<file path="config.mk">
export PLATFORM = sky130hd
export DESIGN_NAME = sweep_controller_flat
export DESIGN_NICKNAME = d
export VERILOG_FILES = /design/src/rtl/sweep_controller_if.sv /design/src/rtl/sweep_controller.sv /design/src/flat_wrapper.sv
export SDC_FILE = /design/constraint.sdc
export NUM_CORES = 1
export LEC_CHECK = 0
export BUFFER_PORTS_ARGS = -buffer_cell sky130_fd_sc_hd__buf_4
export CAP_MARGIN = 0
export CORE_ASPECT_RATIO = 0.5
export CORE_MARGIN = 5
export CORE_UTILIZATION = 40
export DETAILED_ROUTE_END_ITERATION = 7
export PLACE_DENSITY = 0.58
export SLEW_MARGIN = 5
export SYNTH_ARGS = -nofsm -noshare
export SYNTH_HDL_FRONTEND = slang
export SYNTH_SLANG_ARGS = --single-unit
</file>
<file path="constraint.sdc">
create_clock -name clk -period 8.6 [get_ports clk]
set_clock_uncertainty 0.05 [all_clocks]
set_input_delay 0.86 -clock clk [delete_from_list [all_inputs] [get_ports clk]]
set_output_delay 0.86 -clock clk [all_outputs]
set_load 0.005 [all_outputs]
</file>
<file path="src/rtl/sweep_controller_if.sv">
// Configuration and live-frequency bundle between the config logic,
// the sweep controller and the phase-accumulator frequency register.
interface sweep_controller_if;
   logic [19:0] freq_base;
   logic [16:0] sweep_range;
   logic [12:0] sweep_speed;
   logic [1:0]  sweep_mode;
   logic        sweep_hold;
   logic [19:0] freq_out;
   logic        freq_load;
   logic        sweep_active;
   logic        sweep_dir;

   modport master (
      output freq_base, sweep_range, sweep_speed, sweep_mode, sweep_hold,
      input  freq_out, freq_load, sweep_active, sweep_dir
   );

   modport slave (
      input  freq_base, sweep_range, sweep_speed, sweep_mode, sweep_hold,
      output freq_out, freq_load, sweep_active, sweep_dir
   );
endinterface

</file>
<file path="src/rtl/sweep_controller.sv">
// Frequency sweep sequencer: 1 ms time base, up/down/triangle stepping of the
// live frequency between freq_base and min(freq_base + sweep_range, FMAX).
module sweep_controller #(
   parameter int unsigned TICK_CYCLES  = 100000,
   parameter int unsigned FMAX         = 999000,
   parameter int unsigned DEFAULT_FREQ = 100000
) (
   input  logic              clk,
   input  logic              rst,
   sweep_controller_if.slave bus
);
   localparam int TW = (TICK_CYCLES > 1) ? $clog2(TICK_CYCLES) : 1;
   localparam logic [TW-1:0] TICK_LAST = TW'(TICK_CYCLES - 1);
   localparam logic [20:0]   FMAX_W    = 21'(FMAX);

   typedef enum logic [1:0] {IDLE, LOAD, RUN} state_t;

   state_t        state_q, state_d;
   logic [TW-1:0] tick_q, tick_d;
   logic [19:0]   freq_q, freq_d;
   logic          load_q, load_d;
   logic          dir_q, dir_d;
   logic [1:0]    mode_q;
   logic [19:0]   base_q;
   logic [16:0]   range_q;

   logic [20:0] lo, sum, hi, cur, spd, up, dn, lo_s;
   logic [19:0] nxt;
   logic        nxt_dir;
   logic        restart;

   // All bound arithmetic at 21 bits so base + range and cur + speed never wrap
   always_comb begin
      lo   = {1'b0, bus.freq_base};
      sum  = lo + {4'b0, bus.sweep_range};
      hi   = (sum > FMAX_W) ? FMAX_W : sum;
      cur  = {1'b0, freq_q};
      spd  = {8'b0, bus.sweep_speed};
      up   = cur + spd;
      dn   = cur - spd;
      lo_s = lo + spd;
   end

   always_comb begin
      nxt     = freq_q;
      nxt_dir = dir_q;
      case (bus.sweep_mode)
         2'd1: nxt = (up > hi) ? lo[19:0] : up[19:0];
         2'd2: nxt = (cur < lo_s) ? hi[19:0] : dn[19:0];
         2'd3: begin
            if (!dir_q) begin
               if (up >= hi) begin
                  nxt     = hi[19:0];
                  nxt_dir = 1'b1;
               end else nxt = up[19:0];
            end else begin
               if (cur <= lo_s) begin
                  nxt     = lo[19:0];
                  nxt_dir = 1'b0;
               end else nxt = dn[19:0];
            end
         end
         default: ;
      endcase
   end

   assign restart = (bus.sweep_mode != mode_q) || (bus.freq_base != base_q) ||
                    (bus.sweep_range != range_q);

   always_comb begin
      state_d = state_q;
      tick_d  = tick_q;
      freq_d  = freq_q;
      load_d  = 1'b0;
      dir_d   = dir_q;
      case (state_q)
         IDLE: begin
            tick_d = '0;
            dir_d  = 1'b0;
            // Skip tracking when about to enter LOAD, avoiding a spurious pulse
            if (!(restart && bus.sweep_mode != 2'd0) && bus.freq_base != freq_q) begin
               freq_d = bus.freq_base;
               load_d = 1'b1;
            end
         end
         LOAD: begin
            tick_d  = '0;
            dir_d   = 1'b0;
            freq_d  = (bus.sweep_mode == 2'd2) ? hi[19:0] : lo[19:0];
            load_d  = 1'b1;
            state_d = RUN;
         end
         RUN: begin
            if (!bus.sweep_hold) begin
               if (tick_q == TICK_LAST) begin
                  tick_d = '0;
                  freq_d = nxt;
                  dir_d  = nxt_dir;
                  load_d = 1'b1;
               end else tick_d = tick_q + 1'b1;
            end
         end
         default: state_d = IDLE;
      endcase
      if (restart) begin
         state_d = (bus.sweep_mode != 2'd0) ? LOAD : IDLE;
         if (state_q == RUN) begin
            tick_d = '0;
            freq_d = freq_q;
            dir_d  = dir_q;
            load_d = 1'b0;
         end
      end
   end

   always_ff @(posedge clk or posedge rst) begin
      if (rst) begin
         state_q <= IDLE;
         tick_q  <= '0;
         freq_q  <= 20'(DEFAULT_FREQ);
         load_q  <= 1'b0;
         dir_q   <= 1'b0;
         mode_q  <= '0;
         base_q  <= '0;
         range_q <= '0;
      end else begin
         state_q <= state_d;
         tick_q  <= tick_d;
         freq_q  <= freq_d;
         load_q  <= load_d;
         dir_q   <= dir_d;
         mode_q  <= bus.sweep_mode;
         base_q  <= bus.freq_base;
         range_q <= bus.sweep_range;
      end
   end

   assign bus.freq_out     = freq_q;
   assign bus.freq_load    = load_q;
   assign bus.sweep_active = (state_q == RUN);
   assign bus.sweep_dir    = dir_q;
endmodule

</file>
<file path="src/flat_wrapper.sv">
// flat-port wrapper written by rule: the top's interface ports become plain ports
module sweep_controller_flat 
#(
   parameter int unsigned TICK_CYCLES  = 100000,
   parameter int unsigned FMAX         = 999000,
   parameter int unsigned DEFAULT_FREQ = 100000
)
  (clk, rst, bus_freq_base, bus_sweep_range, bus_sweep_speed, bus_sweep_mode, bus_sweep_hold, bus_freq_out, bus_freq_load, bus_sweep_active, bus_sweep_dir);
  sweep_controller_if bus_i ();
  input  logic clk;
  input  logic rst;
  input wire logic [$bits(bus_i.freq_base)-1:0] bus_freq_base;
  input wire logic [$bits(bus_i.sweep_range)-1:0] bus_sweep_range;
  input wire logic [$bits(bus_i.sweep_speed)-1:0] bus_sweep_speed;
  input wire logic [$bits(bus_i.sweep_mode)-1:0] bus_sweep_mode;
  input wire logic [$bits(bus_i.sweep_hold)-1:0] bus_sweep_hold;
  output wire logic [$bits(bus_i.freq_out)-1:0] bus_freq_out;
  output wire logic [$bits(bus_i.freq_load)-1:0] bus_freq_load;
  output wire logic [$bits(bus_i.sweep_active)-1:0] bus_sweep_active;
  output wire logic [$bits(bus_i.sweep_dir)-1:0] bus_sweep_dir;
  assign bus_i.freq_base = bus_freq_base;
  assign bus_i.sweep_range = bus_sweep_range;
  assign bus_i.sweep_speed = bus_sweep_speed;
  assign bus_i.sweep_mode = bus_sweep_mode;
  assign bus_i.sweep_hold = bus_sweep_hold;
  assign bus_freq_out = bus_i.freq_out;
  assign bus_freq_load = bus_i.freq_load;
  assign bus_sweep_active = bus_i.sweep_active;
  assign bus_sweep_dir = bus_i.sweep_dir;
  sweep_controller #(.TICK_CYCLES(TICK_CYCLES), .FMAX(FMAX), .DEFAULT_FREQ(DEFAULT_FREQ)) u_core (.clk(clk), .rst(rst), .bus(bus_i));
endmodule
</file>
# --- After elaboration in Yosys (flattened, before gate mapping) ---
# Cells that the tools add are included.
totals:
  regBits: 80
  inputBits: 55
  output_inout_bits: 23
  elab_cells: 76
classes:
  addsub: 5
  order_cmp: 5
  n_eq_ne: 12
  muxes: 37
  reduce_logical: 9
op_table:
  columns: ["operator", "n"]
  rows:
  - ["20-bit 2-to-1 mux", 11]
  - ["20-bit case mux with 3 select lines", 2]
  - ["17-bit 2-to-1 mux", 4]
  - ["20-bit by 13-bit adder with 21-bit output", 2]
  - ["20-bit inequality test", 2]
  - ["17-bit case mux with 2 select lines", 1]
  - ["20-bit by 17-bit adder with 21-bit output", 1]
  - ["21-bit greater-or-equal comparator", 1]
  - ["21-bit by 20-bit > comparator with 1-bit output (second input constant)", 1]
  - ["21-bit > comparator", 1]
  - ["20-bit by 21-bit less-or-equal comparator with 1-bit output", 1]
  - ["20-bit by 21-bit less-than comparator with 1-bit output", 1]
  - ["21-bit 2-to-1 mux", 1]
  - ["20-bit by 13-bit subtractor with 20-bit output", 1]
  - ["17-bit by 1-bit adder with 17-bit output (second input constant)", 1]
  - ["17-bit == test (second input constant)", 1]
  - ["17-bit inequality test", 1]
  - ["1-bit 2-to-1 mux", 14]
  - ["2-bit == test (second input constant)", 3]
  - ["2-bit by 1-bit == test with 1-bit output (second input constant)", 2]
  - ["2-bit case mux with 2 select lines", 1]
  - ["2-bit OR reduction", 2]
  - ["1-bit case mux with 3 select lines", 1]
  - ["1-bit logical AND", 2]
  - ["9 further kinds", 10]

# --- Longest topological paths before layout ---
# Gate-level depths: netlist of run 1.
depth:
  ltp_word: 12
  depth_mapped: 25
  depth_no_buf: 23

# --- Worst setup path after synthesis of run 1 ---
# Ideal clock, no wire load.
synth_path:
  path_kind: "input to register"
  start: "input port bus_sweep_range[0]"
  end: "register u_core.freq_q[19] (netlist: u_core.bus.freq_out[19])"
  setup_time_ns: 0.122
  t_arrival_ns: 6.640
  t_required_ns: 8.428
  path_slack_ns: 1.788
  stages: 24
  path_buffers: 4
  path_cell_list: "ha_1 > fa_1 > a211oi_2 > o21ai_1 > a21oi_2 > o21ai_1 > xnor2_1 > or4_4 > or4_1 > and2_1 > buf_6 > clkbuf_1 > nor2_1 > ha_1 > a211oi_1 > nor2_1 > o32ai_1 > nor2_1 > o22ai_1 > clkbuf_1 > clkbuf_1 > mux2_2 > o221ai_1 > nand2_1"
synth_between:
  elab_chain_len: 12
  elab_cells_between_ends: 23
  cone_classes: "add/sub (1); order compare (3); eq/ne (2); mux (13); reduce/logical (4)"
synth_rtl:
  columns: ["element", "line", "source"]
  rows:
  - ["start: declaration", "flat_wrapper.sv:13", "input wire logic [$bits(bus_i.sweep_range)-1:0] bus_sweep_range;"]
  - ["20-bit by 17-bit adder with 21-bit output", "sweep_controller.sv:35", "sum = lo + {4'b0, bus.sweep_range};"]
  - ["21-bit by 20-bit > comparator with 1-bit output", "sweep_controller.sv:36", "hi = (sum > FMAX_W) ? FMAX_W : sum;"]
  - ["21-bit 2-to-1 mux", "sweep_controller.sv:36", null]
  - ["21-bit greater-or-equal comparator", "sweep_controller.sv:52", "if (up >= hi) begin"]
  - ["20-bit 2-to-1 mux", "sweep_controller.sv:52", null]
  - ["20-bit 2-to-1 mux", "sweep_controller.sv:51", "if (!dir_q) begin"]
  - ["20-bit case mux with 3 select lines", "sweep_controller.sv:47", "case (bus.sweep_mode)"]
  - ["20-bit 2-to-1 mux", "sweep_controller.sv:95", "if (tick_q == TICK_LAST) begin"]
  - ["20-bit 2-to-1 mux", "sweep_controller.sv:94", "if (!bus.sweep_hold) begin"]
  - ["20-bit case mux with 3 select lines", "sweep_controller.sv:76", "case (state_q)"]
  - ["20-bit 2-to-1 mux", "sweep_controller.sv:107", "if (state_q == RUN) begin"]
  - ["20-bit 2-to-1 mux", "sweep_controller.sv:105", "if (restart) begin"]
  - ["end signal: assignment", "sweep_controller.sv:120", "freq_q <= 20'(DEFAULT_FREQ);"]
  - ["end signal: assignment", "sweep_controller.sv:129", "freq_q <= freq_d;"]
  - ["end: declaration", "sweep_controller.sv:20", "logic [19:0] freq_q, freq_d;"]
# Several ways; a longest one is shown, not always the timed one. The select of a mux whose other input is x is not followed.
# A chain may end at the register's enable or synchronous reset.

# --- Final worst setup path of run 1 ---
layout_path:
  start: "input port bus_freq_base[0]"
  end: "register u_core.freq_q[8] (netlist: u_core.bus.freq_out[8])"
layout_between:
  elab_chain_len: 12
  elab_cells_between_ends: 29
  cone_classes: "add/sub (2); order compare (5); eq/ne (3); mux (14); reduce/logical (5)"
layout_rtl:
  columns: ["element", "line", "source"]
  rows:
  - ["start: declaration", "flat_wrapper.sv:12", "input wire logic [$bits(bus_i.freq_base)-1:0] bus_freq_base;"]
  - ["20-bit by 17-bit adder with 21-bit output", "sweep_controller.sv:35", null]
  - ["21-bit by 20-bit > comparator with 1-bit output", "sweep_controller.sv:36", null]
  - ["21-bit 2-to-1 mux", "sweep_controller.sv:36", null]
  - ["21-bit greater-or-equal comparator", "sweep_controller.sv:52", null]
  - ["20-bit 2-to-1 mux", "sweep_controller.sv:52", null]
  - ["20-bit 2-to-1 mux", "sweep_controller.sv:51", null]
  - ["20-bit case mux with 3 select lines", "sweep_controller.sv:47", null]
  - ["20-bit 2-to-1 mux", "sweep_controller.sv:95", null]
  - ["20-bit 2-to-1 mux", "sweep_controller.sv:94", null]
  - ["20-bit case mux with 3 select lines", "sweep_controller.sv:76", null]
  - ["20-bit 2-to-1 mux", "sweep_controller.sv:107", null]
  - ["20-bit 2-to-1 mux", "sweep_controller.sv:105", null]
# Several ways; a longest one is shown, not always the timed one. The select of a mux whose other input is x is not followed.

==> flow_metrics.tcl, run 1 <==
set metrics [dict create \
    dr_total_vias 9469 \
    multiInputGateArea_um2 7120 \
    n_fill_cell 2432 \
    r2r_setup_slack_ps 2510 \
    clock_sinks 80 \
    final_cell_mix "nor2_1 (130), ha_1 (102), xnor2_1 (95)" \
    dr.pass1.iters 5 \
    ys_top_cells_by_area "dfrtp_1 (19%), ha_1 (13%), xnor2_1 (8.7%)" \
    drt-total-wl_mm 34.7 \
    pre_cts_slack_ps 981 \
    cellPowerDensity_nw_per_um2 170 \
    synth_simple_gate_area_frac 0.202 \
    cts_resized 0 \
    hold_viol 0 \
    fin_ws_ps 1210 \
    finalWeightedCongestion 0.960 \
    finalSetupTns_ps 0 \
    synth_seq_cells 80 \
    slew_viol_final 0 \
    synthAdderAreaFrac 0.141 \
    synth_top_area_frac 0.193 \
    avgSynthCellArea_um2 7.85 \
    ys.flop_type "dfrtp_1" \
    io_pins 78 \
    antenna_found_initial 0 \
    drive_above_1_share 0.116 \
    status "completed" \
    htree_levels 3 \
    rsz0062_at_grt "no" \
    layout_commonest_cell "nor2_1" \
    synth_edf_count 0 \
    grt_pass1_vias 9129 \
    regArea_um2 2010 \
    die_h_um 120 \
    overflow 0 \
    dp_hpwl_mm 27.7 \
    ys_warn_count 0 \
    cp-end-kind "flip-flop" \
    initial_core_util 0.404 \
    worstPathRequired_ps 8810 \
    cap_violations 0 \
    crit_type "input pin to flip-flop" \
    numCtsBuffers 9 \
    clk_latency_ps 360 \
    worst_pin_slew_ps 1330 \
    rows 40 \
    synth_compound_area_frac 0.240 \
    setup_viol_count_final 0 \
    seq_area_frac_synth 0.209 \
    syn_area_um2 9610 \
    synth_top_family_by_area "compound AO/OA/AOI/OAI gates" \
    final_nets 1420 \
    clock_path_buffers 2 \
    area_growth_pct 11.5 \
    slew_headroom 0.107 \
    cts_tree "yes" \
    grt_max_degree 60 \
    timing.final.crit_share 0.859 \
    die_x_um 229 \
    dieArea_um2 27400 \
    antenna_cells 0 \
    worstHoldPathType "input pin to async pin" \
    wl_per_cell_um 22.0 \
    critPathMaxFanout 23 \
    synth_largest_area_cell "dfrtp_1" \
    fmax_mhz 135 \
    p_leak_nw 4.54 \
    grt_usage 0.249 \
    async_flop_share 1.00 \
    synthCells 1224 \
    drc 0 \
    postCtsSetupBuffers 0 \
    fp.coreArea_um2 23800 \
    avgViaCountPerCell 6.00 \
    finalCriticalPeriod_ps 7390 \
    drt_iter0_drc 1023 \
    cp_data_arrival_time_ps 7590 \
    grt_pass1_wl_mm 53.5 \
    synth_mux_area_frac 0.0267 \
    clk_pin_slew_ps 80 \
    synth-xor-area-share 0.129 \
    syn-num-nets 1385 \
    ys_types 83 \
    cp-start-kind "input pin" \
    ir_drop_mv 0.0978 \
    ant_nets 0 \
    portBuffers 77 \
    holdBufCountCts 0 \
    cts_root_buf "clkbuf_16" \
]
[final cells by class]
cell class	instances	share of cell area
timing repair buffer	87	0.0609
inverter	62	0.0218
multi-input combinational	1019	0.664
tap	315	0.0368
clock inverter	7	0.00782
clock buffer	9	0.0210
sequential	80	0.187
[synth_stat cells (4+ instances only)]
master	number
clkbuf_1	53
buf_2	6
and2_1	13
or2_2	10
and3_1	7
o21a_1	10
nand2_1	76
o21bai_1	9
dfrtp_1	74
a211o_1	13
o211ai_1	14
fa_1	4
nand3_1	49
mux2i_1	11
nand4_1	29
a31oi_1	15
nor4_1	10
xor2_1	47
a211oi_1	18
mux2_2	13
o21ai_0	60
o22ai_1	11
a311oi_1	4
nor3b_1	4
inv_1	61
a21oi_1	92
xnor2_1	95
o211a_1	4
nand2b_1	17
a22oi_1	4
or4_1	7
ha_1	102
o221ai_1	13
nor3_1	24
nor2_1	130
nor2b_1	8
dfstp_2	6
a221oi_1	6
o32ai_1	4
o21ai_1	5
a21o_1	18
o31ai_1	8
[metrics by stage]
stage / std cells / utilization / area (µm²) / hold slack [ps] / total power (W)
final: 1579 / 0.450 / 10700 / 435 / 0.00182
after global routing: 1579 / 0.450 / 10700 / 470 / 0.00194
after CTS: 1579 / 0.450 / 10700 / 442 / 0.00181
after detailed placement: 1563 / 0.437 / 10400 / 480 / 0.00139
after global placement: 1563 / 0.437 / 10400 / 482 / 0.00138
after floorplan: 1224 / - / 9610 / 454 / 0.00110
[where the power goes]
| group | internal [W] | switching [W] | total [W] |
|---|---|---|---|
| Sequential | 0.000404 | 0.0000550 | 0.000459 |
| Combinational | 0.000378 | 0.000573 | 0.000951 |
| Clock | 0.000231 | 0.000182 | 0.000413 |
[metal layers]
layer / share of wire / wire [µm] / vias to the layer above / global-route usage
li1: - / - / 4529 / -
met1: 0.49 / 16900 / 4532 / 0.365
met2: 0.41 / 14300 / 378 / 0.370
met3: 0.092 / 3180 / 30 / 0.0686
met4: 0.011 / 387 / 0 / 0.0398
met5: 0 / 0 / - / 0
[flip-flops by register name (all words and copies together), names as in the netlist]
| signal | cells |
|---|---|
| u_core.bus.freq_out | 20 |
| u_core.base_q | 20 |
| u_core.mode_q | 2 |
| u_core.bus.sweep_dir | 1 |
| u_core.state_q | 2 |
| u_core.bus.freq_load | 1 |
| u_core.range_q | 17 |
| u_core.tick_q | 17 |
[critical path, cell delays in order]
cell	delay (ps)
buf_4	160
ha_1	240
fa_1	470
a211oi_2	460
o21ai_1	150
a21oi_2	280
o21ai_1	150
xnor2_1	160
or4_4	510
a22oi_1	350
and2_1	770
nor2_1	90
ha_1	320
a211oi_1	240
nor2_1	80
o32ai_1	340
nor2_1	100
o22ai_2	430
buf_4	350
mux2_2	190
o221ai_1	110
a211o_1	300
o211a_1	210
a311oi_1	260
[final timing paths]
path,from,endpoint,cells past startpoint
hold / removal,rst,u_core.base_q[2],2
min in group clk,u_core.tick_q[16],u_core.tick_q[16],2
setup reg to reg,u_core.bus.freq_out[0],u_core.bus.freq_out[8],21
setup / recovery,bus_freq_base[0],u_core.bus.freq_out[8],24
max in group asynchronous,rst,u_core.state_q[1],3
hold reg to reg,u_core.tick_q[16],u_core.tick_q[16],2
[cell families (layout without fill, tap and decap cells)]
family | after synthesis | count (layout)
AOI/OAI and AO/OA | 346 | 346
xor gates and xnor gates | 142 | 142
adders and majority gates | 106 | 106
buffers and inverters | 125 | 165
DFF | 80 | 80
muxes | 24 | 24
other | 1 | 1
and+or+nand+nor | 400 | 400
Note: power is estimated with default switching activity, not from simulation.
==> run 2: changes to the inputs <==
--- a/config.mk
+++ b/config.mk
@@ -5,6 +5,7 @@
 export SDC_FILE = /design/constraint.sdc
 export NUM_CORES = 1
 export LEC_CHECK = 0
+export ABC_AREA = 1
 export BUFFER_PORTS_ARGS = -buffer_cell sky130_fd_sc_hd__buf_4
 export CAP_MARGIN = 0
 export CORE_ASPECT_RATIO = 0.5
==> run 2 against run 1 <==
Effect of this change: flip-flop and latch count is the same; worst hold slack improved by 61 ps; fmax up 19%; first-iteration DRC count rose by 11%; non-clock buffer count is 1 lower; area after synthesis grew 9.5%; register-to-register slack improved by 320 ps; critical path depth grew 5; power is 3.5% higher.
==> flow_metrics.tcl, run 2 <==
set metrics [dict create \
    status "completed" \
    synthCells 1695 \
    slew_headroom 0.257 \
    synth_edf_count 0 \
    ir_drop_mv 0.0911 \
    io_pins 78 \
    regArea_um2 2010 \
    postCtsSetupBuffers 0 \
    grt_pass1_wl_mm 58.7 \
    use_met1 0.350 \
    dieArea_um2 29900 \
    avgSynthCellArea_um2 6.21 \
    slew_viol_final 0 \
    final_cells 2086 \
    drt_iter0_drc 1131 \
    async_flop_share 1.00 \
    fp.coreArea_um2 26200 \
    worstRegToRegCells 26 \
    antenna_found_initial 0 \
    clk_pin_slew_ps 80 \
    fin_ws_ps 2400 \
    dp_cells 2070 \
    area_growth_pct 10.7 \
    finalSetupTns_ps 0 \
    htree_levels 3 \
    hold_viol 0 \
    worst_pin_slew_ps 1110 \
    grt_usage 0.247 \
    p_leak_nw 5.95 \
    clock_path_buffers 2 \
    numCtsBuffers 9 \
    drc 0 \
    seq_area_frac_synth 0.191 \
    cts_tree "yes" \
    ys_types 49 \
    clk_latency_ps 360 \
    portBuffers 77 \
    final_nets 1890 \
    cp_data_arrival_time_ps 6450 \
    cellPowerDensity_nw_per_um2 162 \
    synth.most_common_cell "nand2_1" \
    finalWeightedCongestion 0.944 \
    ys_top_cells_by_area "nand2_1 (19%), dfrtp_1 (18%), ha_1 (12%)" \
    ys.flop_type "dfrtp_1" \
    grtUsageMet2 0.369 \
    synth_seq_cells 80 \
    die_h_um 125 \
    final_cell_mix "nand2_1 (535), inv_1 (181), a21oi_1 (172)" \
    grt_max_degree 55 \
    worstHoldPathType "input pin to async pin" \
    crit_type "input pin to flip-flop" \
    setup_viol_count_final 0 \
    syn_area_um2 10500 \
    dp_hpwl_mm 28.9 \
    avgViaCountPerCell 5.33 \
    crit_top_cell "nand2_1" \
    ant_nets 0 \
    cp_slowest_stage_delay_ps 790 \
    r2r_start "u_core.bus.freq_out[3]" \
    clock_sinks 80 \
    dr.pass1.iters 6 \
    critPathMaxFanout 36 \
    antenna_cells 0 \
    finalCriticalPeriod_ps 6200 \
    rsz0062_at_grt "no" \
    drive_above_1_share 0.0871 \
    timing.final.crit_share 0.721 \
    cap_violations 0 \
    drt-total-wl_mm 37.3 \
    critPathSlowestCell "nand2_1" \
    layout_commonest_cell "nand2_1" \
    grt_pass1_vias 10557 \
    pre_cts_slack_ps 2020 \
    overflow 0 \
    cp-start-kind "input pin" \
    cts_resized 0 \
    synth_top_area_frac 0.191 \
    rows 42 \
    die_x_um 239 \
    synth_largest_area_cell "nand2_1" \
    fmax_mhz 161 \
    dr_total_vias 11108 \
    ys_warn_count 0 \
    syn-num-nets 1856 \
    n_fill_cell 2852 \
    met3_usage 0.0657 \
    wl_per_cell_um 17.9 \
    cts_root_buf "clkbuf_16" \
    critPathLaunch "bus_freq_base[1]" \
    initial_core_util 0.402 \
    grt_busiest_layer "met2" \
    worstPathRequired_ps 8850 \
    holdBufCountCts 0 \
    multiInputGateArea_um2 7500 \
    cp-end-kind "flip-flop" \
    ys_top_cells_by_count "nand2_1 (535), inv_1 (182), a21oi_1 (172)" \
]
==> run 2: changes by cell type after synthesis, sizes merged, moves of 18 or more <==
cell	change
a21oi	+80
xnor2	-45
inv	+133
nor2	-24
nand3	+74
a211oi	-18
nand2	+471
==> run 2: where the power goes <==
group | leakage (nW) | internal [W] | switching [W]
clock | 0.163 | 0.000260 | 0.000185
combinational | 4.82 | 0.000346 | 0.000646
sequential | 0.970 | 0.000402 | 0.0000483
==> run 2: worst paths after layout <==
check / slack [ps] / end
hold / removal: 500 / u_core.bus.freq_out[3]
hold reg to reg: 500 / u_core.bus.freq_out[5]
min in group clk: 500 / u_core.bus.freq_out[5]
setup / recovery: 2400 / u_core.bus.freq_out[7]
max in group asynchronous: 6890 / u_core.bus.freq_out[13]
setup reg to reg: 2830 / u_core.bus.freq_out[15]
==> run 2: metrics by stage <==
stage | hold slack, ps | area [µm²] | util | power (W)
6_report | 496 | 11700 | 0.445 | 0.00189
5_1_grt | 512 | 11700 | 0.445 | 0.00205
4_1_cts | 500 | 11700 | 0.445 | 0.00188
2_1_floorplan | 445 | 10500 | - | 0.00114
3_5_place_dp | 486 | 11300 | 0.433 | 0.00143
3_3_place_gp | 485 | 11300 | 0.433 | 0.00143
==> run 2: layout make-up <==
type	instances	area share
multi-input combinational	1357	0.643
sequential	80	0.172
inverter	195	0.0629
timing repair buffer	86	0.0554
tap	352	0.0378
clock buffer	9	0.0193
clock inverter	7	0.00912
==> run 2: logic make-up after synthesis <==
| kind of cell | synth area share |
|---|---|
| AND/OR/NAND/NOR | 0.348 |
| AO/OA/AOI/OAI | 0.140 |
| buffers and inverters | 0.0973 |
| XOR/XNOR | 0.0948 |
| adder cells (fa/ha/maj) | 0.129 |
| flip-flops | 0.191 |
| other | 0.000356 |
==> run 2: routing by layer <==
metal / share of wire / wire length (µm) / vias to the layer above
met5: 0 / 0 / -
met4: 0.024 / 893 / 0
met3: 0.099 / 3690 / 60
met2: 0.42 / 15500 / 417
met1: 0.46 / 17200 / 5069
li1: - / - / 5562
==> run 2: critical path: cells and delay by family <==
kind | cells | cell delay (ps)
simple gates | 18 | 2720
compound gates | 5 | 1190
fa+ha+maj | 2 | 580
xor+xnor | 1 | 180
buf+inv | 3 | 920
